<file path="config.mk">
export PLATFORM = sky130hd
export DESIGN_NAME = io_port_unit
export DESIGN_NICKNAME = d
export VERILOG_FILES = /design/src/rtl/io_port_pkg.sv /design/src/rtl/io_in_channel.sv /design/src/rtl/io_port_unit.sv
export SDC_FILE = /design/constraint.sdc
export NUM_CORES = 1
export LEC_CHECK = 0
export ABC_CLOCK_PERIOD_IN_PS = 5500
export BUFFER_PORTS_ARGS = -buffer_cell sky130_fd_sc_hd__buf_2
export CORE_MARGIN = 5
export CORE_UTILIZATION = 47
export DETAILED_ROUTE_END_ITERATION = 8
export PLACE_DENSITY = 0.79
export SYNTH_ARGS = -nofsm -noshare
export SYNTH_HDL_FRONTEND = slang
export SYNTH_SLANG_ARGS = --single-unit
</file>
<file path="constraint.sdc">
create_clock -name clock -period 5.5 [get_ports clock]
set_input_delay 0.825 -clock clock [delete_from_list [all_inputs] [get_ports clock]]
set_output_delay 0.825 -clock clock [all_outputs]
set_load 0.01 [all_outputs]
</file>
<file path="src/rtl/io_port_pkg.sv">
// io_port_pkg
// Shared types and width helpers for the processor I/O port unit.
//   press_state_t : per-channel debounce FSM states
//   read_state_t  : shared core read handshake states
//   sel_w()       : width of a channel select bus (never less than 1)
//   ptr_w()       : width of a FIFO pointer (never less than 1)
package io_port_pkg;

    typedef enum logic [1:0] {IDLE, ARMING, HELD} press_state_t;
    typedef enum logic       {R_IDLE, R_ACK}      read_state_t;

    function automatic int sel_w(input int n);
        return (n > 1) ? $clog2(n) : 1;
    endfunction

    function automatic int ptr_w(input int depth);
        return (depth > 1) ? $clog2(depth) : 1;
    endfunction

endpackage

</file>
<file path="src/rtl/io_in_channel.sv">
// io_in_channel
// One debounced input channel: 2-flop synchroniser on the pushbutton,
// press FSM that pushes exactly one switch sample per confirmed press,
// a DEPTH-entry FIFO and a sticky overflow flag.
// Ports:
//   clock, reset   : clock, asynchronous active-low reset
//   i_confirm      : raw asynchronous pushbutton
//   i_data         : switch sample (must be stable from press to push)
//   i_pop          : pop the head entry (ignored when empty)
//   i_ovf_clr      : clear the overflow flag
//   o_head         : FIFO head entry
//   o_empty        : FIFO empty
//   o_overflow     : sticky, a press was dropped on a full FIFO
module io_in_channel
    import io_port_pkg::*;
#(
    parameter int IN_W     = 16,
    parameter int DEPTH    = 4,
    parameter int DEBOUNCE = 4
) (
    input  logic            clock,
    input  logic            reset,
    input  logic            i_confirm,
    input  logic [IN_W-1:0] i_data,
    input  logic            i_pop,
    input  logic            i_ovf_clr,
    output logic [IN_W-1:0] o_head,
    output logic            o_empty,
    output logic            o_overflow
);

    localparam int PW = ptr_w(DEPTH);
    localparam int NW = PW + 1;
    localparam int CW = $clog2(DEBOUNCE + 1);

    logic [1:0]      r_sync;
    logic            w_sync;
    press_state_t    r_state, w_state_nxt;
    logic [CW-1:0]   r_cnt, w_cnt_nxt;
    logic            w_push;
    logic [IN_W-1:0] r_mem [DEPTH];
    logic [PW-1:0]   r_wr_ptr, r_rd_ptr;
    logic [NW-1:0]   r_count;
    logic            w_full, w_pop_ok, w_push_ok;
    logic            r_overflow;

    assign w_sync = r_sync[1];

    always_ff @(posedge clock or negedge reset) begin
        if (!reset) begin
            r_sync  <= '0;
            r_state <= IDLE;
            r_cnt   <= '0;
        end else begin
            r_sync  <= {r_sync[0], i_confirm};
            r_state <= w_state_nxt;
            r_cnt   <= w_cnt_nxt;
        end
    end

    // The counter holds the number of consecutive high samples seen so far;
    // the push fires on the edge where that number would reach DEBOUNCE.
    always_comb begin
        w_state_nxt = r_state;
        w_cnt_nxt   = r_cnt;
        w_push      = 1'b0;
        case (r_state)
            IDLE: begin
                if (w_sync) begin
                    if (DEBOUNCE == 1) begin
                        w_push      = 1'b1;
                        w_state_nxt = HELD;
                    end else begin
                        w_state_nxt = ARMING;
                        w_cnt_nxt   = CW'(1);
                    end
                end
            end
            ARMING: begin
                if (!w_sync) begin
                    w_state_nxt = IDLE;
                end else if (r_cnt == CW'(DEBOUNCE - 1)) begin
                    w_push      = 1'b1;
                    w_state_nxt = HELD;
                end else begin
                    w_cnt_nxt = r_cnt + CW'(1);
                end
            end
            HELD: begin
                if (!w_sync) w_state_nxt = IDLE;
            end
            default: w_state_nxt = IDLE;
        endcase
    end

    assign w_full    = (r_count == NW'(DEPTH));
    assign o_empty   = (r_count == '0);
    assign w_pop_ok  = i_pop && !o_empty;
    // A pop in the same cycle frees a slot, so a full FIFO still accepts.
    assign w_push_ok = w_push && (!w_full || w_pop_ok);
    assign o_head    = r_mem[r_rd_ptr];
    assign o_overflow = r_overflow;

    always_ff @(posedge clock) begin
        if (w_push_ok) r_mem[r_wr_ptr] <= i_data;
    end

    always_ff @(posedge clock or negedge reset) begin
        if (!reset) begin
            r_wr_ptr   <= '0;
            r_rd_ptr   <= '0;
            r_count    <= '0;
            r_overflow <= 1'b0;
        end else begin
            if (w_push_ok) r_wr_ptr <= r_wr_ptr + PW'(1);
            if (w_pop_ok)  r_rd_ptr <= r_rd_ptr + PW'(1);
            case ({w_push_ok, w_pop_ok})
                2'b10:   r_count <= r_count + NW'(1);
                2'b01:   r_count <= r_count - NW'(1);
                default: r_count <= r_count;
            endcase
            if (w_push && !w_push_ok) r_overflow <= 1'b1;
            else if (i_ovf_clr)       r_overflow <= 1'b0;
        end
    end

endmodule

</file>
<file path="src/rtl/io_port_unit.sv">
// io_port_unit
// Processor I/O port unit: N_IN debounced, FIFO-buffered input channels
// read by the core through a req/ack handshake, and N_OUT registered
// output channels with one-cycle update strobes.
// Ports:
//   clock, reset          : clock, asynchronous active-low reset
//   dispositivoDeEntrada  : switch data, channel k at [k*IN_W +: IN_W]
//   confirmaEntrada       : raw pushbuttons, one per input channel
//   cpu_in_req/sel        : core read request and channel select
//   cpu_in_ack/data       : one-cycle ack with extended sample
//   cpu_out_we/sel/data   : core write to an output channel
//   dispositivoDeSaida    : output registers, channel j at [j*DATA_W +: DATA_W]
//   sinalDisplay          : one-cycle update strobe per output channel
//   in_empty, in_overflow : per-input FIFO empty / sticky dropped-press flag
//   ovf_clr               : clears matching in_overflow bits
module io_port_unit
    import io_port_pkg::*;
#(
    parameter int N_IN     = 2,
    parameter int N_OUT    = 2,
    parameter int IN_W     = 16,
    parameter int DATA_W   = 32,
    parameter int DEPTH    = 4,
    parameter int DEBOUNCE = 4,
    parameter int SIGN_EXT = 0
) (
    input  logic                    clock,
    input  logic                    reset,
    input  logic [N_IN*IN_W-1:0]    dispositivoDeEntrada,
    input  logic [N_IN-1:0]         confirmaEntrada,
    input  logic                    cpu_in_req,
    input  logic [sel_w(N_IN)-1:0]  cpu_in_sel,
    output logic                    cpu_in_ack,
    output logic [DATA_W-1:0]       cpu_in_data,
    input  logic                    cpu_out_we,
    input  logic [sel_w(N_OUT)-1:0] cpu_out_sel,
    input  logic [DATA_W-1:0]       cpu_out_data,
    output logic [N_OUT*DATA_W-1:0] dispositivoDeSaida,
    output logic [N_OUT-1:0]        sinalDisplay,
    output logic [N_IN-1:0]         in_empty,
    output logic [N_IN-1:0]         in_overflow,
    input  logic [N_IN-1:0]         ovf_clr
);

    localparam int SW_IN  = sel_w(N_IN);
    localparam int SW_OUT = sel_w(N_OUT);

    logic [IN_W-1:0]         w_head [N_IN];
    logic [N_IN-1:0]         w_pop;
    read_state_t             r_rd_state, w_rd_nxt;
    logic                    w_load;
    logic [DATA_W-1:0]       w_load_data;
    logic [DATA_W-1:0]       r_in_data;
    logic [N_OUT*DATA_W-1:0] r_out_regs;
    logic [N_OUT-1:0]        r_strobe;

    function automatic logic [DATA_W-1:0] extend(input logic [IN_W-1:0] x);
        logic [DATA_W-1:0] y;
        y = DATA_W'(x);
        if (SIGN_EXT != 0 && x[IN_W-1]) begin
            for (int i = IN_W; i < DATA_W; i++) y[i] = 1'b1;
        end
        return y;
    endfunction

    for (genvar k = 0; k < N_IN; k++) begin : g_in
        io_in_channel #(
            .IN_W     (IN_W),
            .DEPTH    (DEPTH),
            .DEBOUNCE (DEBOUNCE)
        ) u_ch (
            .clock      (clock),
            .reset      (reset),
            .i_confirm  (confirmaEntrada[k]),
            .i_data     (dispositivoDeEntrada[k*IN_W +: IN_W]),
            .i_pop      (w_pop[k]),
            .i_ovf_clr  (ovf_clr[k]),
            .o_head     (w_head[k]),
            .o_empty    (in_empty[k]),
            .o_overflow (in_overflow[k])
        );
    end

    always_ff @(posedge clock or negedge reset) begin
        if (!reset) begin
            r_rd_state <= R_IDLE;
            r_in_data  <= '0;
        end else begin
            r_rd_state <= w_rd_nxt;
            if (w_load) r_in_data <= w_load_data;
        end
    end

    // An out-of-range select is acknowledged with zero so the core never
    // stalls forever on a bad channel number.
    always_comb begin
        w_rd_nxt    = r_rd_state;
        w_pop       = '0;
        w_load      = 1'b0;
        w_load_data = '0;
        case (r_rd_state)
            R_IDLE: begin
                if (cpu_in_req) begin
                    if (int'(cpu_in_sel) >= N_IN) begin
                        w_load   = 1'b1;
                        w_rd_nxt = R_ACK;
                    end else begin
                        for (int k = 0; k < N_IN; k++) begin
                            if (cpu_in_sel == SW_IN'(k) && !in_empty[k]) begin
                                w_pop[k]    = 1'b1;
                                w_load      = 1'b1;
                                w_load_data = extend(w_head[k]);
                                w_rd_nxt    = R_ACK;
                            end
                        end
                    end
                end
            end
            R_ACK:   w_rd_nxt = R_IDLE;
            default: w_rd_nxt = R_IDLE;
        endcase
    end

    assign cpu_in_ack  = (r_rd_state == R_ACK);
    assign cpu_in_data = r_in_data;

    // Writes to a select with no matching channel fall through the loop.
    always_ff @(posedge clock or negedge reset) begin
        if (!reset) begin
            r_out_regs <= '0;
            r_strobe   <= '0;
        end else begin
            r_strobe <= '0;
            for (int j = 0; j < N_OUT; j++) begin
                if (cpu_out_we && cpu_out_sel == SW_OUT'(j)) begin
                    r_out_regs[j*DATA_W +: DATA_W] <= cpu_out_data;
                    r_strobe[j]                    <= 1'b1;
                end
            end
        end
    end

    assign dispositivoDeSaida = r_out_regs;
    assign sinalDisplay       = r_strobe;

endmodule

</file>
==> Word level (Yosys, flattened, before mapping) <==
Memory sizes are Yosys's and may differ from the RTL's.
Cells that the tools add are included.
{ "word_totals": {"regBits": 129, "ramBits": 128, "inputBits": 74, "out_inout_bits": 103, "elab_cells": 136, "mem_count": 2} }
{ "memory_table": {"columns": ["name", "words", "word_bits", "read_ports", "rd_clocked_by_memory_dff", "wr", "line_no", "text"], "rows": [
  ["g_in[0].u_ch.r_mem", 4, 16, 1, 0, 1, "io_in_channel.sv:41", "logic [IN_W-1:0] r_mem [DEPTH];"],
  ["g_in[1].u_ch.r_mem", 4, 16, 1, 0, 1, "io_in_channel.sv:41", null]
]} }
{ "op_classes": {"addsub": 10, "n_eq_ne": 22, "muxes": 48, "n_bitwise": 3, "reduce_logical": 32} }
{ "op_table": {"columns": ["operator", "n"], "rows": [
  ["2-to-1 mux 32 bit", 3],
  ["one-hot mux 3 bit (2 select lines)", 4],
  ["2-to-1 mux 1 bit", 21],
  ["2-to-1 mux 2 bit", 10],
  ["2-to-1 mux 3 bit", 6],
  ["2-to-1 mux 16 bit", 1],
  ["adder 3 x 1 -> 3 bit (second input constant)", 4],
  ["one-hot mux 2 bit (3 select lines)", 2],
  ["nonzero test 2 bit", 6],
  ["logical AND 1 bit", 10],
  ["adder 2 x 1 -> 2 bit (second input constant)", 4],
  ["== test 2 x 1 -> 1 bit (second input constant)", 4],
  ["== test 2 bit (second input constant)", 4],
  ["inequality test 2 x 1 -> 1 bit (second input constant)", 4],
  ["inequality test 2 bit (second input constant)", 4],
  ["AND reduction 4 bit", 2],
  ["== test 3 x 2 -> 1 bit (second input constant)", 2],
  ["== test 3 bit (second input constant)", 2],
  ["zero test 1 bit", 6],
  ["zero test 3 bit", 2],
  ["inequality test 3 bit (second input constant)", 2],
  ["AND reduction 3 bit", 2],
  ["subtractor 3 x 1 -> 3 bit (second input constant)", 2],
  ["zero test 2 bit", 2],
  ["other kinds (3)", 6]
]} }

==> Longest topological paths before layout <==
{ "logic_depth": {"ltp_word": 12, "mapped_depth": 10, "ltp_nobuf": 9} }

==> By module <==
From an unflattened synthesis, not the netlist that was laid out.
{ "hier_totals": {"hier_cells": 515, "area_unflattened_um2": 9581.7} }
{ "modules_own_cells": {"columns": ["module", "instances", "cells_per_inst", "area_each_um2", "seq_area_each_um2"], "rows": [
  ["io_port_unit", 1, 217, 3404.5, 2077.0],
  ["io_in_channel (g_in[0].u_ch)", 1, 148, 3089.2, 2297.2],
  ["io_in_channel (g_in[1].u_ch)", 1, 150, 3088.0, 2297.2]
]} }

==> Least setup slack after synthesis <==
Ideal clock, no wire load.
{ "synth_timing": {"path_type": "input to register", "startpoint": "input cpu_in_sel", "endpoint": "memory g_in[0].u_ch.r_mem[0][0] (enable)", "setup_time_ns": 0.374, "arrival_time_ns": 2.118, "t_required_ns": 5.126, "path_slack_ns": 3.008, "cell_stages": 4, "path_buffers": 1, "path_cell_list": "or3b_1 buf_6 a31oi_4 and2_1"} }
{ "synth_between": {"elab_chain_cells": 10} }
{ "synth_lines": {"columns": ["item", "line_no", "text"], "rows": [
  ["start, declared", "io_port_unit.sv:32", "input logic [sel_w(N_IN)-1:0] cpu_in_sel,"],
  ["NOT 1 bit", "io_port_unit.sv:109", "if (cpu_in_sel == SW_IN'(k) && !in_empty[k]) begin"],
  ["logical AND 1 bit", "io_port_unit.sv:109", null],
  ["2-to-1 mux 1 bit", "io_port_unit.sv:109", null],
  ["2-to-1 mux 2 bit", "io_port_unit.sv:103", "if (cpu_in_req) begin"],
  ["2-to-1 mux 2 bit", "io_port_unit.sv:101", "case (r_rd_state)"],
  ["logical AND 1 bit", "io_in_channel.sv:98", "assign w_pop_ok = i_pop && !o_empty;"],
  ["logical OR 1 bit", "io_in_channel.sv:100", "assign w_push_ok = w_push && (!w_full || w_pop_ok);"],
  ["logical AND 1 bit", "io_in_channel.sv:100", null],
  ["2-to-1 mux 1 bit", "io_in_channel.sv:105", "if (w_push_ok) r_mem[r_wr_ptr] <= i_data;"],
  ["2-to-1 mux 1 bit (not written as such)", "io_in_channel.sv:105", null],
  ["end, declared", "io_in_channel.sv:41", null]
]} }
Every way passes these cells.

==> Worst setup path after layout <==
{ "layout_timing": {"startpoint": "register g_in[1].u_ch.r_cnt[0]", "endpoint": "memory g_in[1].u_ch.r_mem[0][0] (enable)"} }
{ "layout_between": {"elab_chain_cells": 7} }
{ "layout_lines": {"columns": ["item", "line_no", "text"], "rows": [
  ["start, declared", "io_in_channel.sv:39", "logic [CW-1:0] r_cnt, w_cnt_nxt;"],
  ["start signal, assigned", "io_in_channel.sv:57", "r_cnt <= w_cnt_nxt;"],
  ["== test 3 x 2 -> 1 bit", "io_in_channel.sv:82", "end else if (r_cnt == CW'(DEBOUNCE - 1)) begin"],
  ["2-to-1 mux 1 bit", "io_in_channel.sv:82", null],
  ["2-to-1 mux 1 bit", "io_in_channel.sv:80", "if (!w_sync) begin"],
  ["2-to-1 mux 1 bit", "io_in_channel.sv:67", "case (r_state)"],
  ["logical AND 1 bit", "io_in_channel.sv:100", null],
  ["2-to-1 mux 1 bit", "io_in_channel.sv:105", null],
  ["2-to-1 mux 1 bit (not written as such)", "io_in_channel.sv:105", null],
  ["end, declared", "io_in_channel.sv:41", null]
]} }
Every way passes these cells.

==> results.yml <==
cts:
  cts_root_buf: "clkbuf_16"
  postCtsSetupBuffers: 0
  cts_made_buffers: 25
  hold_buffers: 0
  cts.path.max_buffers: 3
  htreeDepth: 1
  cts_tree: "yes"
  cts.sinks: 241
  cts_resized: 0
  path_clk_slew_ns: 0.06
  clock_latency_ns: 0.52
critical_path:
  crit_type: "flop to flop"
  path_max_fanout: 16
  reg2regPathDepth: 5
  worst_ep_arrival_time_ns: 2.86
  startpoint_type: "flop"
  critPathRequiredTime_ns: 5.64
  r2r_setup_slack_ns: 2.78
  cp-end-kind: "flop"
die:
  start_util_pct: 47.4
  die_w_um: 152
  die_h_um: 152
  row_count: 52
  core_area_um2: 20100
  die-area_um2: 23200
  ios: 177
sta:
  timing.fmax_mhz: 368
  tns_ns: 0
  finClkSkew_ns: 0.0121
  slew_headroom_pct: 26.9
  grt_setup_unrepaired: "no"
  slew_violations: 0
  setup_slack_ns: 2.78
  finalCritPeriodShare_pct: 49.4
  finalHoldViolCount: 0
  tightest_slew_ns: 1.10
  setup_violations: 0
  layout_min_cycle_time_ns: 2.72
finish:
  antenna_cells: 0
  fin_nets: 803
  final_core_util_pct: 56.1
  drive_above_1_share_pct: 41.9
  instances_no_fill: 1000
  fillers: 1546
  area_delta_synth_final_pct: 18.5
synth:
  syn_inst: 552
  synth_area_um2: 9520
  synth-async-reset-ratio_pct: 46.9
  ys_seq_area_share_pct: 70.1
  synth_edf_count: 128
  ys_warn_count: 0
  avgSynthCellArea_um2: 17.3
  synth_seq_cells: 241
  synth.distinct_cells: 48
  synth_top_flop_cell: "edfxtp_1"
pwr:
  power.switching_uw: 1450
  peakVddDrop_uv: 293
  switching_share_pct: 28.4
  power_frac_comb_pct: 20.9
  p_seq_share_pct: 47.3
  internal-power_uw: 3670
  power.density_nw_per_um2: 454
  clkPwrFrac_pct: 31.8
  p_leak_uw: 0.00457
global_routing:
  antenna_found_initial: 0
  track_usage_pct: 16.2
  gr-total-overflow: 0
  grt_pass1_vias: 5359
  grt_start_max_net_pins: 59
  grt_pass1_wl_mm: 30.2
place:
  portBuffers: 160
  post-dp-hpwl_mm: 13.2
  pre_cts_slack_ns: 2.50
  dpl.cell_count: 958
  gp_routability_congestion: 0.849
drt:
  drtPass1Iterations: 4
  finalWirelength_mm: 18.7
  vias: 5182
  ant_nets: 0
  vias_per_cell: 5.18
  dr.first_iter.drc_count: 217
  drc_errors: 0
  wl_per_cell_um: 18.7
outcome:
  status: "finished clean"
worst_hold_path:
  min_path_cells: 0
  hold_path_class: "flop to flop"
job:
  maxCapViolations: 0
-- power groups by stage --
stage / combinational (µW) / clock [µW] / sequential (µW)
final: 1070 / 1630 / 2430
after global routing: 1180 / 1750 / 2470
after CTS: 1090 / 1670 / 2430
after detailed placement: 1080 / 0 / 2460
after global placement: 1050 / 0 / 2450
after floorplan: 790 / 0 / 2360
-- sequential cells by signal (all words and copies together) (netlist names) --
register,count
dispositivoDeSaida,64
sinalDisplay,2
g_in.u_ch.r_sync,4
g_in.u_ch.r_rd_ptr,4
cpu_in_data,16
g_in.u_ch.r_mem,128
g_in.u_ch.r_state,4
g_in.u_ch.r_cnt,6
cpu_in_ack,1
g_in.u_ch.o_overflow,2
g_in.u_ch.r_count,6
g_in.u_ch.r_wr_ptr,4
-- cell type report --
type / count / area (µm²) / share of cell area [%]
clock inverters: 11 / 125 / 1.11
flip-flops and latches: 241 / 6670 / 59.1
clock buffers: 31 / 678 / 6.01
repair buffers: 163 / 826 / 7.32
well taps: 270 / 338 / 2.99
multi-input cells: 251 / 2520 / 22.4
inverters: 33 / 124 / 1.10
-- worst paths after layout --
path | startpoint | endpoint
hold / removal | g_in[0].u_ch.r_sync[0]$_DFF_PN0_ | g_in[0].u_ch.r_sync[1]$_DFF_PN0_
setup reg to reg | g_in[1].u_ch.r_cnt[0]$_DFFE_PN0P_ | g_in[1].u_ch.r_mem[0][0]$_DFFE_PP_
hold reg to reg | g_in[0].u_ch.r_sync[0]$_DFF_PN0_ | g_in[0].u_ch.r_sync[1]$_DFF_PN0_
min in group asynchronous | reset | dispositivoDeSaida[31]$_DFFE_PN0P_
max in group asynchronous | reset | dispositivoDeSaida[42]$_DFFE_PN0P_
setup / recovery | g_in[1].u_ch.r_cnt[0]$_DFFE_PN0P_ | g_in[1].u_ch.r_mem[0][0]$_DFFE_PP_
-- cell usage after synthesis (2+ instances only) --
cell type	number	area, µm²
edfxtp_1	128	3840
dfrtp_1	113	2830
mux2_2	66	743
mux4_2	32	721
inv_1	31	116
buf_4	22	165
a21oi_1	20	100
o22ai_1	15	93.8
nand2_1	13	48.8
ha_1	12	150
xnor2_1	9	78.8
and2_1	8	50.1
clkbuf_1	8	30.0
buf_2	7	35.0
nor2_1	7	26.3
a22o_1	6	52.6
o21ai_1	5	25.0
a22oi_1	4	30.0
nand2b_1	4	25.0
buf_1	3	11.3
nand3b_1	3	22.5
nor2b_1	3	18.8
a21boi_0	2	15.0
a31oi_1	2	12.5
buf_6	2	22.5
fa_1	2	40.0
inv_2	2	7.51
o21ai_0	2	10.0
o31ai_1	2	15.0
-- worst max-delay path, stage by stage (launching register included) --
cell and delay (ns):
dfrtp_1 0.38, ha_1 0.17, ha_1 0.31, nand4b_1 0.20, a31oi_1 0.51, and2_1 0.77
-- cells by family after synthesis --
family / count (synthesis) / synth area share (%)
XOR/XNOR: 9 / 0.828
adder cells (fa/ha/maj): 14 / 2.00
buffers and inverters: 75 / 4.07
flip-flops: 241 / 70.1
multiplexers: 99 / 15.6
AO/OA/AOI/OAI: 63 / 4.30
AND/OR/NAND/NOR: 50 / 3.10
other: 1 / 0.0394
-- cell usage in the layout (no fill, tap or decap), types with 3 or more instances in the layout --
cell        synthesis  routed
buf_2               7     159
edfxtp_1          128     128
dfrtp_1           113     113
mux2_2             66      66
mux4_2             32      32
inv_1              31      31
clkbuf_16           0      25
a21oi_1            20      20
conb_1              1      16
o22ai_1            15      15
nand2_1            13      13
ha_1               12      12
xnor2_1             9       9
and2_1              8       8
nor2_1              7       7
a22o_1              6       6
o21ai_1             5       5
a22oi_1             4       4
nand2b_1            4       4
buf_4              22       4
nand3b_1            3       3
clkbuf_8            0       3
clkinv_2            0       3
clkbuf_1            8       3
clkinvlp_4          0       3
-- layer usage --
| layer | up-vias | GRT usage, % | routed length (µm) |
|---|---|---|---|
| met1 | 2578 | 21.8 | 7940 |
| met5 | - | 0 | 0 |
| li1 | 2349 | - | - |
| met3 | 33 | 4.77 | 1570 |
| met4 | 0 | 4.67 | 533 |
| met2 | 222 | 26.0 | 8690 |
-- through the flow --
stage | area, µm² | power (µW) | hold slack [ns]
6_report | 11300 | 5130 | 0.349
5_1_grt | 11300 | 5400 | 0.353
4_1_cts | 11300 | 5190 | 0.351
3_5_place_dp | 10500 | 3540 | 0.338
3_3_place_gp | 10500 | 3510 | 0.345
2_1_floorplan | 9580 | 3150 | 0.331
No activity file was read; power rests on OpenSTA's default activity.
